--- src/rtl/ms_cmd_que.sv ---
// ms_cmd_que: instruction queue between the code fetch bus and the command
// decoder. Holds up to 8 halfwords fetched as aligned 32-bit words and shows a
// three-halfword window at the current IP. Retires 1..3 halfwords per command.
// Optional build macro MS_CMD_QUE_STAT_EN adds the AStallCnt stall counter.
module ms_cmd_que (
    input  logic        AClkH,
    input  logic        AResetHN,
    input  logic        AClkHEn,
    input  logic        AFlush,
    input  logic [23:1] AFlushIp,
    output logic        AFetchReq,
    output logic [23:2] AFetchAddr,
    input  logic        AFetchAck,
    input  logic [31:0] AFetchData,
    output logic [47:0] AQueTop,
    output logic [23:1] AIpThis,
    input  logic [1:0]  ACmdLen,
    output logic        ACmdLenValid,
    input  logic        ACmdAccept,
`ifdef MS_CMD_QUE_STAT_EN
    output logic [15:0] AStallCnt,
`endif
    output logic [3:0]  AQueFill
);

    typedef enum logic {IDLE = 1'b0, REQ = 1'b1} fetchState_t;

    fetchState_t fetchState;
    logic [15:0] queBuf [8];
    logic [2:0]  rdPtr;
    logic [3:0]  fillCnt;
    logic [23:1] ipReg;
    logic [23:2] fAddr;
    logic [23:2] reqAddr;
    logic        dropFlag;
    logic        skipFlag;
    logic        haltFlag;

    logic        ackTaken;
    logic        pushing;
    logic [3:0]  popLen;
    logic [3:0]  pushCnt;
    logic [3:0]  fillNext;
    logic [23:2] fAddrNext;
    logic [2:0]  wrLoIdx;
    logic [2:0]  wrHiIdx;
    logic [15:0] wrLoData;

    // Only an ack to an outstanding request counts; a late ack while idle is ignored
    assign ackTaken  = (fetchState == REQ) && AFetchAck;
    assign pushing   = ackTaken && !dropFlag;
    assign pushCnt   = pushing ? (skipFlag ? 4'd1 : 4'd2) : 4'd0;
    assign popLen    = (ACmdAccept && ACmdLenValid) ? {2'b00, ACmdLen} : 4'd0;
    assign fillNext  = fillCnt - popLen + pushCnt;
    assign fAddrNext = fAddr + {21'd0, pushing};

    // New halfwords land right behind the current tail; a skipped word only
    // contributes its upper halfword
    assign wrLoIdx  = rdPtr + fillCnt[2:0];
    assign wrHiIdx  = wrLoIdx + 3'd1;
    assign wrLoData = skipFlag ? AFetchData[31:16] : AFetchData[15:0];

    assign ACmdLenValid = (fillCnt != 4'd0) && (fillCnt >= {2'b00, ACmdLen}) && (ACmdLen != 2'd0);
    assign AQueFill     = fillCnt;
    assign AIpThis      = ipReg;
    assign AFetchReq    = (fetchState == REQ);
    assign AFetchAddr   = reqAddr;

    // Window: three consecutive entries from the read pointer, empty slots read 0
    genvar gi;
    generate
        for (gi = 0; gi < 3; gi++) begin : gWin
            logic [2:0] winIdx;
            assign winIdx = rdPtr + 3'(gi);
            assign AQueTop[16*gi +: 16] = (4'(gi) < fillCnt) ? queBuf[winIdx] : 16'h0000;
        end
    endgenerate

    // Halfword storage; data is never reset because the fill count masks it
    always_ff @(posedge AClkH) begin
        if (AClkHEn && !AFlush && pushing) begin
            for (int i = 0; i < 8; i++) begin
                if (wrLoIdx == 3'(i)) begin
                    queBuf[i] <= wrLoData;
                end else if (!skipFlag && wrHiIdx == 3'(i)) begin
                    queBuf[i] <= AFetchData[31:16];
                end
            end
        end
    end

    // Queue pointers, IP tracking and the fetch request FSM
    always_ff @(posedge AClkH or negedge AResetHN) begin
        if (!AResetHN) begin
            fetchState <= IDLE;
            rdPtr      <= 3'd0;
            fillCnt    <= 4'd0;
            ipReg      <= '0;
            fAddr      <= '0;
            reqAddr    <= '0;
            dropFlag   <= 1'b0;
            skipFlag   <= 1'b0;
            haltFlag   <= 1'b1;
        end else if (AClkHEn) begin
            if (AFlush) begin
                rdPtr    <= 3'd0;
                fillCnt  <= 4'd0;
                ipReg    <= AFlushIp;
                fAddr    <= AFlushIp[23:2];
                skipFlag <= AFlushIp[1];
                haltFlag <= 1'b0;
                if (fetchState == REQ && !AFetchAck) begin
                    // Old request still on the bus: keep it up, throw its data away
                    dropFlag <= 1'b1;
                end else begin
                    dropFlag   <= 1'b0;
                    fetchState <= REQ;
                    reqAddr    <= AFlushIp[23:2];
                end
            end else begin
                rdPtr   <= rdPtr + popLen[2:0];
                fillCnt <= fillNext;
                ipReg   <= ipReg + 23'(popLen);
                fAddr   <= fAddrNext;
                if (ackTaken) begin
                    if (dropFlag) begin
                        dropFlag <= 1'b0;
                    end else begin
                        skipFlag <= 1'b0;
                    end
                end
                // Request only if two more halfwords fit after this cycle's changes
                if (fetchState == IDLE || ackTaken) begin
                    if (!haltFlag && fillNext <= 4'd6) begin
                        fetchState <= REQ;
                        reqAddr    <= fAddrNext;
                    end else begin
                        fetchState <= IDLE;
                    end
                end
            end
        end
    end

`ifdef MS_CMD_QUE_STAT_EN
    // Saturating count of enabled, running cycles where the decoder is starved
    always_ff @(posedge AClkH or negedge AResetHN) begin
        if (!AResetHN) begin
            AStallCnt <= 16'd0;
        end else if (AClkHEn) begin
            if (AFlush) begin
                AStallCnt <= 16'd0;
            end else if (!haltFlag && !ACmdLenValid && AStallCnt != 16'hFFFF) begin
                AStallCnt <= AStallCnt + 16'd1;
            end
        end
    end
`endif

endmodule
--- config.mk ---
export PLATFORM = sky130hd
export DESIGN_NAME = ms_cmd_que
export DESIGN_NICKNAME = d
export VERILOG_FILES = /design/src/rtl/ms_cmd_que.sv
export SDC_FILE = /design/constraint.sdc
export NUM_CORES = 1
export LEC_CHECK = 0
export CAP_MARGIN = 15
export CORE_ASPECT_RATIO = 2
export CORE_MARGIN = 1.5
export CORE_UTILIZATION = 45
export CTS_BUF_LIST = sky130_fd_sc_hd__clkbuf_4
export DETAILED_ROUTE_END_ITERATION = 8
export GPL_TIMING_DRIVEN = 1
export HOLD_SLACK_MARGIN = 0.08
export PLACE_DENSITY = 0.64
export SLEW_MARGIN = 10
export SYNTH_ARGS = -nofsm -noshare
export SYNTH_HDL_FRONTEND = slang
export SYNTH_SLANG_ARGS = --single-unit
--- constraint.sdc ---
create_clock -name AClkH -period 8.44 [get_ports AClkH]
set_input_delay 1.266 -clock AClkH [delete_from_list [all_inputs] [get_ports AClkH]]
set_output_delay 1.266 -clock AClkH [all_outputs]
set_load 0.005 [all_outputs]
Word level (Yosys, flattened, before mapping)
Memories as Yosys holds them, arrays and structs flattened.
Cells that the tools add are included.
Operators by class
  add/subtract/negate cells: 9
  magnitude comparators: 5
  equality and inequality tests: 16
  multiplexer cells: 107
  bitwise operators: 9
  reduce and logical (&&, ||, !) cells: 41
Operators by type and width (count)
  $mux 16: 18
  $mux 22: 5
  $reduce_or 16->1: 6
  $mux 1: 72
  $eq 3x3->1 const B: 8
  $add 23x2->23: 1
  $mux 23: 1
  $add 22x1->22: 1
  $mux 3: 7
  $logic_and 1x1->1: 17
  $eq 3x2->1 const B: 4
  $lt 1x4->1 const A: 2
  $or 1x1->1: 8
  $reduce_bool 2->1: 4
  $add 3x1->3 const B: 2
  $eq 3x1->1 const B: 2
  $logic_not 3->1: 2
  $mux 2: 3
  $reduce_and 3->1: 2
  $logic_not 1->1: 5
  $add 4x2->4: 1
  $ge 4x2->1: 1
  $le 4x3->1 const B: 1
  $lt 2x4->1 const A: 1
  11 further kinds: 13
Storage, ports and cells
  register bits: 78
  bits in writable memories: 128
  output and inout bits: 99
  memories: 1
Memories
  queBuf: words 8, bits a word 16, rd ports 3, clocked after Yosys merged registers in 0, wr ports 2, line 29  | logic [15:0] queBuf [8];

Depth between registers and ports, before layout
Gate-level depths: netlist (run 1).
  depth in word-level cells: 13
  depth in mapped cells: 17
  gate-level depth less buffers: 16

Least setup slack after synthesis (run 1)
Ideal clock, no wire load.
  path type: input to register
  start point: in ACmdLen[0]
  end point: reg reqAddr, in the netlist AFetchAddr[10]
  arrival time: 4611 ps
  path slack: 3704 ps
  stages: 14
  path through: ha_1 > nand2b_1 > a21oi_1 > o21ai_0 > nand4_1 > inv_1 > fa_1 > inv_1 > fa_1 > xor2_1 > a311o_1 > o32ai_4 > buf_2 > mux2_2
Between the ends
  cells in the longest elaborated chain, start to end: 11
  elaborated cells on any way between the ends: 12
  classes of those cells: add/sub (2); order compare (2); mux (1); reduce/logical (7)
RTL lines
  start, declared: line 17  | input logic [1:0] ACmdLen,
  $ge 4x2->1: line 63  | assign ACmdLenValid = (fillCnt != 4'd0) && (fillCnt >= {2'b00, ACmdLen}) && (ACmdLen != 2'd0);
  $logic_and 1x1->1 (2 in a row): line 63
  $logic_and 1x1->1: line 53  | assign popLen = (ACmdAccept && ACmdLenValid) ? {2'b00, ACmdLen} : 4'd0;
  $mux 2 (*): line 53
  $sub 4x2->4 (*): line 54  | assign fillNext = fillCnt - popLen + pushCnt;
  $add 4x2->4 (*): line 54
  $le 4x3->1 (*): line 134  | if (!haltFlag && fillNext <= 4'd6) begin
  $logic_and 1x1->1 (*): line 134
  $reduce_bool 2->1 (no source line) (*)
  $reduce_and 4->1 (no source line) (*)
  end signal, assigned: line 118  | reqAddr <= AFlushIp[23:2];
  end signal, assigned: line 136  | reqAddr <= fAddrNext;
  end, declared: line 34  | logic [23:2] reqAddr;
Mark *: on every way between the ends. The rest lies on a longest branch, timed or not.
A chain may end at the register's enable or synchronous reset.

Final worst setup path (run 1)
  start point: reg rdPtr[1]
  end point: out AQueTop[16]
Between the ends
  cells in the longest elaborated chain, start to end: 3
RTL lines
  start, declared: line 30  | logic [2:0] rdPtr;
  start signal, assigned: line 121  | rdPtr <= rdPtr + popLen[2:0];
  $add 3x1->3: line 74  | assign winIdx = rdPtr + 3'(gi);
  $mem_v2 8x16
  $mux 16: line 75  | assign AQueTop[16*gi +: 16] = (4'(gi) < fillCnt) ? queBuf[winIdx] : 16'h0000;
  end, declared: line 15  | output logic [47:0] AQueTop,
Every way passes these cells.

==> flow_summary_export.csv, run 1 <==
group,metric,value,unit
run_status,status,"completed",
worst_setup_path,critPathSlowestCell,"ha_2",
placed_design,dp.cells,1685,
sta,setup_violations,0,
power,p_leak,5.66,nW
grt,grt_pass1_wl,63300,um
power,p_seq_share,35.3,%
clock_network,cts_root_buffer,"clkbuf_4",
routing,vias_per_cell,6.24,
clock_network,cts_tree,"yes",
worst_setup_path,cp-start-kind,"flop",
floorplan,ios,162,
sta,finalClockSkew,0.0550,ns
placed_design,hpwl,27200,um
grt,grt_pass1_vias,11100,
routing,wl_met2,22500,um
finish,fillers,2581,
routing,drc,0,
worst_setup_path,end_kind,"primary output",
placed_design,post_dp_cell_area,15400,sq um
sta,layout_setup_ws,2.88,ns
floorplan,die_y,248,um
clock_network,ctsHoldBuffers,0,
routing,first_pass_iters,5,
synth,synthArstFlopShare,37.9,%
power,total_power,3.95,mW
grt,grt_max_degree,71,
flow_run,maxCapViolCount,0,
routing,top_layer_used,"met4",
worst_setup_path,r2r-start,"rdPtr[1]",
clock_network,cts_resized,0,
placed_design,pre_cts_ws,2.96,ns
routing,wl,41600,um
routing,dr_wl_met3,2540,um
synth,syn-num-nets,1333,
worst_setup_path,crit_required,7.17,ns
synth,synthesis.area,13500,sq um
finish,postLayoutCellArea,15900,sq um
sta,slew_headroom,34.3,%
worst_setup_path,cp_data_arrival_time,4.29,ns
clock_network,clk_latency,0.72,ns
sta,min_period_over_period,65.9,%
floorplan,die_w,126,um
routing,drtAntennaViolNets,0,
power,switching_share,36.4,%
clock_network,clkTransAtPathRegs,0.06,ns
finish,post-route-util,54.0,%
routing,drt-met1-wl,14400,um
sta,worst_pin_slew,0.986,ns
synth,yosys_warnings,0,
routing,routedWlPerCell,23.5,um
power,p_switching,1.44,mW
power,p_per_area,247,nW/um^2
sta,final_hold_viol_count,0,
placed_design,port_buffers,161,
worst_setup_path,rr_endpoint,"queBuf[7][12]",
worst_setup_path,reg2reg_slack,3.76,ns
routing,drt_iter0_markers,927,
floorplan,rows,89,
synth,postSynthAreaPerCell,10.8,sq um
grt,antenna_found_initial,1,
floorplan,initial_utilization,45.8,%
grt,grt_util_all_layers,26.5,%
finish,drive_above_1_share,17.9,%
clock_network,cts_buffer_depth,3,
synth,synth_edf_count,128,
worst_setup_path,crit_fanout,36,
synth,ys_ff_latch,206,
worst_setup_path,critPathMaxStageDelay,0.91,ns
sta,max_freq,180,MHz
clock_network,postCtsSetupBuffers,0,
power,peakVddDrop,0.000125,V
worst_setup_path,timing.critical_path.to,"AQueTop[16]",
finish,final_nets,1459,
worst_setup_path,rr_worst_depth,7,
worst_hold_path,hold_path_class,"in2async",
finish,area_growth,18.0,%
synth,synth_cell_types,67,
placed_design,gp_congestion,0.832,
sta,whs,0.412,ns
finish,fin_cells,1772,
power,clockPowerShare,20.2,%
synth,synthFlopType,"edfxtp_1",
routing,vias,11100,
worst_setup_path,startpoint,"rdPtr[1]",
clock_network,htreeDepth,2,
sta,fin_crit,5.56,ns
synth,yosysSeqAreaShare,42.9,%
worst_setup_path,crit_chain,"buf_4, ha_2, mux4_2, nand2_1, a21oi_1, clkdlybuf4s50_1",
clock_network,cts_sinks,206,
sta,fin_tns_setup,0,ns
floorplan,die-area,31100,sq um
synth,syn_inst,1246,
power,pwr-share-comb,44.5,%
sta,slew_viol_final,0,
clock_network,numCtsBuffers,49,
floorplan,core_area,29500,sq um
worst_setup_path,path_class,"reg2out",
power,p_int,2.51,mW
grt,overflow,0,
sta,rsz0062_at_grt,"false",
==> area by class of cell <==
type	instances	area, sq um	area share [%]
Clock inverter	17	71.3	0.447
Sequential cell	206	5800	36.4
Inverter	39	146	0.918
Clock buffer	68	510	3.20
Timing Repair Buffer	190	1820	11.4
Antenna cell	2	5.00	0.0314
Tap cell	364	455	2.86
Multi-Input combinational cell	886	7130	44.7
==> logic make-up after synthesis <==
group                      count (synthesis)  synth area share [%]
adders and majority gates                 24                  2.50
and+or+nand+nor                          360                  12.0
buffers and inverters                    154                  4.68
muxes                                    210                  24.5
AOI/OAI and AO/OA                        269                  11.9
DFF                                      206                  42.9
xor gates and xnor gates                  23                  1.55
==> placed cells by master, fill, tap and decap left out, types with 18 or more instances in the layout <==
master           Yosys  layout
nor2_1             159     159
clkdlybuf4s50_1      0     159
a21oi_1            140     139
edfxtp_1           128     128
mux2i_1            100     100
mux4_2              95      95
nand2_1             90      89
dfrtp_1             77      74
clkbuf_4             0      68
inv_1               38      38
o21ai_0             41      38
nand3_1             34      33
o22ai_1             31      31
buf_4                2      30
ha_1                19      18
==> worst min path at each step <==
stage / start / to / slack, ns / cells after the start
floorplan: haltFlag / haltFlag / 0.47 / 1
global placement: AFetchAddr[14] / AFetchAddr[14] / 0.48 / 1
detailed placement: AFetchAddr[12] / AFetchAddr[12] / 0.48 / 1
CTS: AResetHN / AIpThis[15] / 0.36 / 1
global route: AResetHN / AIpThis[19] / 0.38 / 1
finish: AResetHN / AIpThis[19] / 0.41 / 1
==> power groups by stage <==
stage	clock network (mW)	registers, mW	logic (mW)
floorplan	0	1.33	1.04
global placement	0	1.41	1.73
detailed placement	0	1.42	1.76
CTS	0.818	1.40	1.77
global route	0.857	1.42	1.91
finish	0.798	1.39	1.75
==> registers in the layout, indices dropped and copies added (netlist names) <==
signal,count
AFetchAddr,22
AFetchReq,1
AIpThis,23
AQueFill,4
dropFlag,1
fAddr,22
haltFlag,1
queBuf,128
rdPtr,3
skipFlag,1
==> per-layer routing <==
layer	vias to the layer above	track usage (%)
li1	4954	-
met1	5488	28.3
met2	482	49.7
met3	135	3.76
met4	0	14.9
met5	-	0
==> worst max-delay path: cells and delay by family (launching register included) <==
family | cells | cell delay (ns)
AO/OA/AOI/OAI | 1 | 0.30
multiplexers | 1 | 0.37
buffers and inverters | 2 | 1.13
adder cells (fa/ha/maj) | 1 | 0.91
flip-flops | 1 | 0.81
AND/OR/NAND/NOR | 1 | 0.06
==> Yosys cell counts (all sizes together) (31+ instances only) <==
cell	n	share of area [%]
o21ai	42	1.6
nor2	159	4.4
inv	39	1.1
dfrtp	77	14
nand2	90	2.5
buf	42	1.6
mux4	95	16
o22ai	31	1.4
edfxtp	128	28
clkbuf	73	2.0
nand3	34	1.3
mux2i	100	7.4
a21oi	154	6.1
No activity file was read; power rests on OpenSTA's default activity.
==> run 2, diff against run 1 <==
Clock period 8.44 ns to 5.35 ns, I/O delays scaled along.
==> run 2 against run 1 <==
Clock skew barely moved. Via count is 0.96% lower. Critical path type is now reg2reg. Largest cell class unchanged. Global-route usage decreased by 0.13 points.
==> flow_summary_export.csv, run 2 (synthesis results as in run 1) <==
group,metric,value,unit
run_status,status,"completed",
sta,slew_headroom,33.4,%
grt,grt_pass1_vias,10900,
clock_network,cts_sinks,206,
power,p_per_area,394,nW/um^2
sta,fin_crit,4.42,ns
worst_setup_path,critPathMaxStageDelay,0.52,ns
clock_network,clk_latency,0.73,ns
finish,area_growth,18.8,%
finish,largest_reg_flops,128,
routing,first_pass_iters,5,
power,p_leak,5.74,nW
finish,final_nets,1467,
placed_design,hpwl,27500,um
finish,final-seq-area,5800,sq um
grt,use_met2,50.5,%
worst_setup_path,rr_worst_depth,15,
worst_setup_path,critPathSlowestCell,"dfrtp_1",
grt,grt_util_all_layers,26.4,%
worst_setup_path,rr_endpoint,"AFetchAddr[22]",
worst_setup_path,cpLargestDelayFamily,"compound AO/OA/AOI/OAI gates",
placed_design,port_buffers,161,
sta,min_period_over_period,82.6,%
grt,antenna_found_initial,1,
clock_network,htreeDepth,2,
sta,rsz0062_at_grt,"false",
worst_setup_path,startpoint,"AQueFill[0]",
floorplan,core_area,29500,sq um
grt,grt_pass1_wl,62600,um
worst_setup_path,crit_required,5.92,ns
routing,drc,0,
finish,most-common-layout-cells,"nor2_1, clkdlybuf4s50_1, a21oi_1, edfxtp_1, mux2i_1",
finish,drive_above_1_share,18.6,%
sta,slew_viol_final,0,
sta,finalClockSkew,0.0549,ns
power,peakVddDrop,0.000211,V
worst_setup_path,r2r-start,"AQueFill[0]",
finish,largest_register,"queBuf",
grt,grt_use_met1,28.4,%
worst_setup_path,crit_top_cell,"inv_1",
routing,drtAntennaViolNets,0,
floorplan,die-area,31100,sq um
worst_setup_path,cp.depth,15,
flow_run,maxCapViolCount,0,
routing,wl,41700,um
finish,multi_input_area,7120,sq um
clock_network,cts_buffer_depth,3,
worst_setup_path,cp_data_arrival_time,4.99,ns
worst_setup_path,reg2reg_slack,0.93,ns
sta,setup_violations,0,
clock_network,numCtsBuffers,48,
routing,routedWlPerCell,23.4,um
grt,overflow,0,
grt,grt_util_met3,3.46,%
routing,vias_per_cell,6.16,
floorplan,ios,162,
grt,busiest_layer,"met2",
finish,fillers,2590,
grt,grt_max_degree,74,
power,total_power,6.33,mW
worst_setup_path,cp-start-kind,"flop",
worst_setup_path,timing.critical_path.to,"AFetchAddr[22]",
floorplan,die_w,126,um
routing,vias,11000,
clock_network,clkTransAtPathRegs,0.08,ns
clock_network,cts_resized,0,
placed_design,gp_congestion,0.850,
worst_setup_path,end_kind,"flop",
floorplan,die_y,248,um
worst_setup_path,path_buf_inv,3,
worst_hold_path,hold_path_class,"in2async",
sta,worst_pin_slew,1.00,ns
worst_setup_path,path_class,"reg2reg",
worst_setup_path,crit_fanout,11,
sta,max_freq,226,MHz
sta,final_hold_viol_count,0,
sta,fin_tns_setup,0,ns
worst_setup_path,crit_chain,"inv_1, ha_1, nand2b_1, a21oi_1, o21ai_0, nand4_1, inv_1, fa_1, inv_1, fa_1, xor2_1, a311o_1, o32a_1, or3_1, o221a_2",
floorplan,initial_utilization,45.8,%
floorplan,rows,89,
clock_network,cts_root_buffer,"clkbuf_4",
clock_network,cts_tree,"yes",
routing,drt_iter0_markers,781,
==> run 2: cell types whose count changed in the layout (fill, tap and decap cells not counted), sizes merged <==
cell / before / now
clkbuf: 68 / 77
bufinv: 0 / 1
diode: 2 / 1
buf: 31 / 39
clkinv: 16 / 5
dlygate4sd3: 0 / 1
inv: 40 / 39
==> run 2: metrics by stage <==
step	utilization (%)	hold slack (ns)	instance area, sq um	cells	setup WS, ns
2_1_floorplan	-	0.470	13500	1246	1.08
6_report	54.4	0.461	16100	1778	0.933
4_1_cts	54.4	0.415	16100	1777	0.916
5_1_grt	54.4	0.438	16100	1778	0.615
3_3_place_gp	52.2	0.469	15400	1693	0.457
3_5_place_dp	52.2	0.480	15400	1693	0.357
==> run 2: metal layers <==
layer	wire length [um]	vias up
li1	-	4967
met1	14300	5409
met2	23100	455
met3	2450	122
met4	1820	0
met5	0	-
==> run 2: worst min-delay path by stage <==
stage                                 to  slack (ns)  cells past startpoint      startpoint
after floorplan                 haltFlag        0.47                      1        haltFlag
after CTS                    AIpThis[18]        0.41                      2        AResetHN
after global placement    AFetchAddr[14]        0.47                      1  AFetchAddr[14]
after global routing           fAddr[19]        0.44                      2        AResetHN
final                          fAddr[19]        0.46                      2        AResetHN
after detailed placement        haltFlag        0.48                      1        haltFlag
==> run 2: area by class of cell <==
type                            count  share of cell area [%]
Inverter                           39                   0.912
Multi-Input combinational cell    886                    44.4
Sequential cell                   206                    36.1
Clock buffer                       77                    3.60
Timing Repair Buffer              199                    11.8
Tap cell                          364                    2.84
Antenna cell                        1                  0.0156
Clock inverter                      6                   0.343
==> run 2: power by group <==
part / total [mW] / switching (mW) / internal [mW]
Clock: 1.35 / 0.655 / 0.695
Combinational: 2.85 / 1.39 / 1.46
Sequential: 2.13 / 0.201 / 1.93
==> run 2: timing repair <==
item,in CTS,in global routing
hold buffers,1,0
setup buffers,0,0
setup endpoints to repair,0,0
endpoints found under the hold margin,5,0
==> run 2: worst register-to-register path, stage by stage, from the launching register on <==
cell and delay, ns:
dfrtp_1 0.52, inv_1 0.14, ha_1 0.28, nand2b_1 0.15, a21oi_1 0.14, o21ai_0 0.13, nand4_1 0.17, inv_1 0.13
fa_1 0.53, inv_1 0.07, fa_1 0.45, xor2_1 0.19, a311o_1 0.42, o32a_1 0.48, or3_1 0.38, o221a_2 0.12
